File: src/rtl/fu_mul_pkg.sv
// fu_mul_pkg: multiply op encodings and operand-sign / result-half helpers
package fu_mul_pkg;
  typedef enum logic [1:0] {MUL = 2'd0, MULH = 2'd1, MULHSU = 2'd2, MULHU = 2'd3} mul_op_e;
  function automatic logic op_a_signed(logic [1:0] op);
    return op == MULH || op == MULHSU;
  endfunction
  function automatic logic op_b_signed(logic [1:0] op);
    return op == MULH;
  endfunction
  function automatic logic op_hi(logic [1:0] op);
    return op != MUL;
  endfunction
endpackage

File: src/rtl/mul_core.sv
// mul_core: W x W signed multiply formed in the first stage, then shifted through STAGES-1 registers
module mul_core #(
  parameter int W      = 33,
  parameter int STAGES = 6
) (
  input  logic           clk,
  input  logic           rst,
  input  logic           en_i,
  input  logic [W-1:0]   a_i,
  input  logic [W-1:0]   b_i,
  output logic [2*W-1:0] p_o
);
  logic [2*W-1:0] p_q [STAGES];
  // sign-extending both operands to 2W makes the truncated unsigned product the exact signed product
  always_ff @(posedge clk or posedge rst)
    if (rst) for (int i = 0; i < STAGES; i++) p_q[i] <= '0;
    else if (en_i) begin
      p_q[0] <= {{W{a_i[W-1]}}, a_i} * {{W{b_i[W-1]}}, b_i};
      for (int i = 1; i < STAGES; i++) p_q[i] <= p_q[i-1];
    end
  assign p_o = p_q[STAGES-1];
endmodule

File: src/rtl/fu_mul_pipe.sv
// fu_mul_pipe: pipelined RISC-V MUL/MULH/MULHSU/MULHU unit with valid/ready, tag pass-through and flush
module fu_mul_pipe
  import fu_mul_pkg::*;
#(
  parameter int XLEN    = 32,
  parameter int LATENCY = 7,
  parameter int TAG_W   = 4
) (
  input  logic             clk,
  input  logic             rst,
  input  logic             flush,
  input  logic             in_valid,
  output logic             in_ready,
  input  logic [1:0]       op,
  input  logic [XLEN-1:0]  a,
  input  logic [XLEN-1:0]  b,
  input  logic [TAG_W-1:0] tag,
  output logic             out_valid,
  input  logic             out_ready,
  output logic [XLEN-1:0]  res,
  output logic [TAG_W-1:0] out_tag,
  output logic             busy
);
  localparam int W = XLEN + 1;
  logic               stall, en, load, unused;
  logic [LATENCY-1:0] v_q, v_d, hi_q;
  logic [TAG_W-1:0]   tag_q [LATENCY];
  logic [W-1:0]       a_q, b_q;
  logic [2*W-1:0]     prod;
  logic               out_valid_q, out_valid_d;
  logic [XLEN-1:0]    res_q, res_d;
  logic [TAG_W-1:0]   out_tag_q;
  assign stall    = out_valid_q & ~out_ready;
  assign en       = ~stall;
  assign in_ready = ~stall & ~flush;
  // the output register only reloads on a real op so res/out_tag hold across bubbles and flushes
  assign load     = en & ~flush & v_q[LATENCY-1];
  always_comb begin
    v_d         = flush ? '0 : en ? {v_q[LATENCY-2:0], in_valid & in_ready} : v_q;
    out_valid_d = flush ? 1'b0 : en ? v_q[LATENCY-1] : out_valid_q;
    res_d       = hi_q[LATENCY-1] ? prod[2*XLEN-1:XLEN] : prod[XLEN-1:0];
  end
  always_ff @(posedge clk or posedge rst)
    if (rst) begin
      v_q         <= '0;
      hi_q        <= '0;
      for (int i = 0; i < LATENCY; i++) tag_q[i] <= '0;
      a_q         <= '0;
      b_q         <= '0;
      out_valid_q <= 1'b0;
      res_q       <= '0;
      out_tag_q   <= '0;
    end else begin
      v_q         <= v_d;
      out_valid_q <= out_valid_d;
      if (en) begin
        hi_q     <= {hi_q[LATENCY-2:0], op_hi(op)};
        tag_q[0] <= tag;
        for (int i = 1; i < LATENCY; i++) tag_q[i] <= tag_q[i-1];
        a_q      <= {op_a_signed(op) & a[XLEN-1], a};
        b_q      <= {op_b_signed(op) & b[XLEN-1], b};
      end
      if (load) begin
        res_q     <= res_d;
        out_tag_q <= tag_q[LATENCY-1];
      end
    end
  mul_core #(.W(W), .STAGES(LATENCY-1)) u_core (
    .clk  (clk),
    .rst  (rst),
    .en_i (en),
    .a_i  (a_q),
    .b_i  (b_q),
    .p_o  (prod)
  );
  assign unused    = ^prod[2*W-1:2*XLEN];
  assign out_valid = out_valid_q;
  assign res       = res_q;
  assign out_tag   = out_tag_q;
  assign busy      = |v_q | out_valid_q;
endmodule

File: config.mk
export PLATFORM = sky130hd
export DESIGN_NAME = fu_mul_pipe
export DESIGN_NICKNAME = d
export VERILOG_FILES = /design/src/rtl/fu_mul_pkg.sv /design/src/rtl/mul_core.sv /design/src/rtl/fu_mul_pipe.sv
export SDC_FILE = /design/constraint.sdc
export NUM_CORES = 2
export LEC_CHECK = 0
export CAP_MARGIN = 5
export CORE_ASPECT_RATIO = 0.5
export CORE_UTILIZATION = 55
export DETAILED_ROUTE_END_ITERATION = 16
export GPL_TIMING_DRIVEN = 1
export PLACE_DENSITY = 0.75
export SYNTH_ARGS = -nofsm -noshare
export SYNTH_HDL_FRONTEND = slang
export SYNTH_SLANG_ARGS = --single-unit
File: constraint.sdc
create_clock -name clk -period 18.12 [get_ports clk]
set_clock_uncertainty 0.2 [all_clocks]
set_input_delay 3.624 -clock clk [delete_from_list [all_inputs] [get_ports clk]]
set_output_delay 3.624 -clock clk [all_outputs]
set_load 0.02 [all_outputs]
==> out/qor.txt <==
H-tree depth reported by CTS - 2
fraction of the yosys area taken by sequential cells - 22.7%
first-pass GRT wire length - 237 mm
minimum period implied by the final worst setup slack - 9.39 ns
hold crit path type - reg -> reg
Bufs on Longest Clock Path - 3
R2R depth - 23
Routed WL per cell - 18.8 um
Highest Clock Rate - 107 MHz
cell types with the largest area share after synthesis - fa_1 (39%), dfrtp_1 (23%), nand2_1 (12%)
largest net degree at the start of global routing - 115
maximum cell stage delay along the critical path - 0.66 ns
endpoint required time on the critical path - 14.30 ns
area delta synth->final - 6.27%
number of nets in the final layout - 7,650
Setup TNS - 0 ns
ys flop type - dfrtp_1
share of synthesized registers carrying an async set or reset - 100%
outcome - finished, final reports clean
critical setup path kind - in -> out
DRC Markers - 0
Cell Area, Synth - 0.0583 sq mm
multi-input combinational cell area - 0.0396 sq mm
count of cells resized by post-cts repair - 0
total congestion overflow after global routing - 0
endpoints failing setup - 0
final number of hold-violating endpoints - 0
synth warn - 0
initial cell density of the core - 55.5%
vias in the first global route - 44.3k
proportion of layout cells with a drive suffix above 1 - 3.03%
die height - 232 um
number of enable-type register cells in the synthesized netlist - 0
area of the die - 0.107 sq mm
fin crit share - 51.8%
cells along the critical path - clkdlybuf4s50_1 -> nor2b_4 -> buf_4 -> nor2_1 -> clkdlybuf4s50_1
Worst Path Max Fanout - 84
Post-Synthesis Net Count - 7,764
area of the core region - 0.105 sq mm
initial antenna violation count - 3
Critical Path End Type - primary output
clock sink count - 529
placer congestion estimate - 0.970
I/O pin count - 114
vias after detailed routing - 41.7k
cell type contributing the most total cell area after synthesis - fa_1
area occupied by registers - 0.0133 sq mm
slowest library cell on the worst path - buf_4
total CTS buffers - 49
Min-Delay Path Depth - 2
Avg Synthesized Cell Area - 9.18 sq um
cts-stage hold buffer count - 0
top cells by count, synth - nand2_1 (1,865), fa_1 (1,125), inv_1 (1,096), and2_1 (551), dfrtp_1 (529)
Most common cell on crit path - clkdlybuf4s50_1
Final HPWL DP - 107 mm
Post-DRT Antenna Nets - 0
area share of the largest cell type after synthesis - 38.6%
leading cell type by number of instances after synthesis - nand2_1
number of cells produced by synthesis - 6,350
GRT Total Usage - 27.9%
quantity of I/O buffers inserted on ports - 113
clock transition at the registers of the reported paths - 0.08 ns
CTS tree - built
Crit path arrival time - 5.56 ns
initial drt markers - 3,644
setup repair after global routing missed its margin - no
cell chosen for the clock root - clkbuf_16
actual transition at the worst max-transition pin - 1.19 ns
final count of pins violating max slew - 0
max_cap viols - 0
# fillers - 8,906
worst slew margin relative to its limit - 20.7%
number of iterations in the first detailed-routing pass - 7
Final Util - 58.9%
number of unique standard cell types used by synthesis - 69
vias per inst - 5.42
row count - 84
number of buffers inserted to repair setup after CTS - 0
clock insertion delay at the later pin of the skew report - 0.70 ns
element type at the critical path start - input pin
register bit total from synthesis - 529
Die Span X - 462 um
Total Wirelength - 144 mm
Diodes inserted - 0
==> cell type report <==
class / instances / area share, %
clock inverter: 16 / 0.281
sequential: 529 / 21.4
tap: 1419 / 2.87
multi-input combinational: 4378 / 63.9
inverter: 1096 / 6.65
timing repair buffer: 182 / 2.66
clock buffer: 64 / 2.18
==> worst max-delay path: cells and delay by family <==
kind | cells | cell delay (ns)
buffers and inverters | 3 | 1.70
AND/OR/NAND/NOR | 2 | 0.24
==> kinds of logic after synthesis <==
family	count (synthesis)	synth area share [%]
AOI/OAI and AO/OA	286	3.05
xor gates and xnor gates	77	1.16
adders and majority gates	1339	43.2
buffers and inverters	1443	9.36
DFF	529	22.7
muxes	36	0.627
and+or+nand+nor	2640	19.9
==> sequential cells by signal (all words and copies together), names as in the netlist <==
name        count
out_valid       1
hi_q            7
u_core.p_q    320
out_tag         4
v_q             7
tag_q          28
u_core.p_o     64
a_q            33
b_q            33
res            32
==> layer usage <==
layer	up-vias	share of wire, %	GRT usage, %
li1	18200	-	-
met1	21300	44	40.1
met2	1795	44	42.8
met3	336	9.2	6.29
met4	6	2.8	8.05
met5	-	0.048	0.312
==> cell usage in the layout (no fill, tap or decap), drive strengths merged, types with 5 or more instances in the layout <==
cell           Yosys  layout
mux2i             32      32
nor2b             32      32
clkdlybuf4s50      0     113
ha               214     214
and2             551     551
buf               17      69
nor4               5       5
or3                6       6
clkinv             0       9
inv             1096    1098
a21o              28      28
nand2           1865    1865
o21bai             9       9
a211oi             6       6
nor2             109     109
nand2b            16      16
clkbuf           330      64
o21ai             51      51
nor3b              5       5
fa              1125    1125
a21oi            138     138
a31oi              5       5
dfrtp            529     529
o211ai             7       7
xor2              30      30
nand4             11      11
nor3               5       5
a41oi              5       5
nand3             19      19
xnor2             47      47
==> worst paths after layout <==
kind,endpoint,startpoint,slack (ns)
max in group asynchronous,a_q[15],rst,11.04
min in group asynchronous,hi_q[6],rst,3.35
worst min-delay path,u_core.p_q[290],u_core.p_q[356],0.25
worst min register to register,u_core.p_q[290],u_core.p_q[356],0.25
worst max-delay path,in_ready,out_ready,8.73
worst max register to register,u_core.p_q[393],a_q[32],9.08
==> per-stage QoR <==
step / cells / setup slack [ns] / hold slack, ns / cell area [sq um]
after global placement: 7604 / 8.72 / 0.247 / 60400
after global routing: 7684 / 8.61 / 0.283 / 62000
after floorplan: 6350 / 7.11 / 0.233 / 58300
after CTS: 7684 / 8.72 / 0.255 / 62000
after detailed placement: 7604 / 8.73 / 0.255 / 60400
final: 7684 / 8.73 / 0.248 / 62000
Power is not shown: default switching activity piles up to over one toggle a cycle in this logic, so the estimate is an artifact.
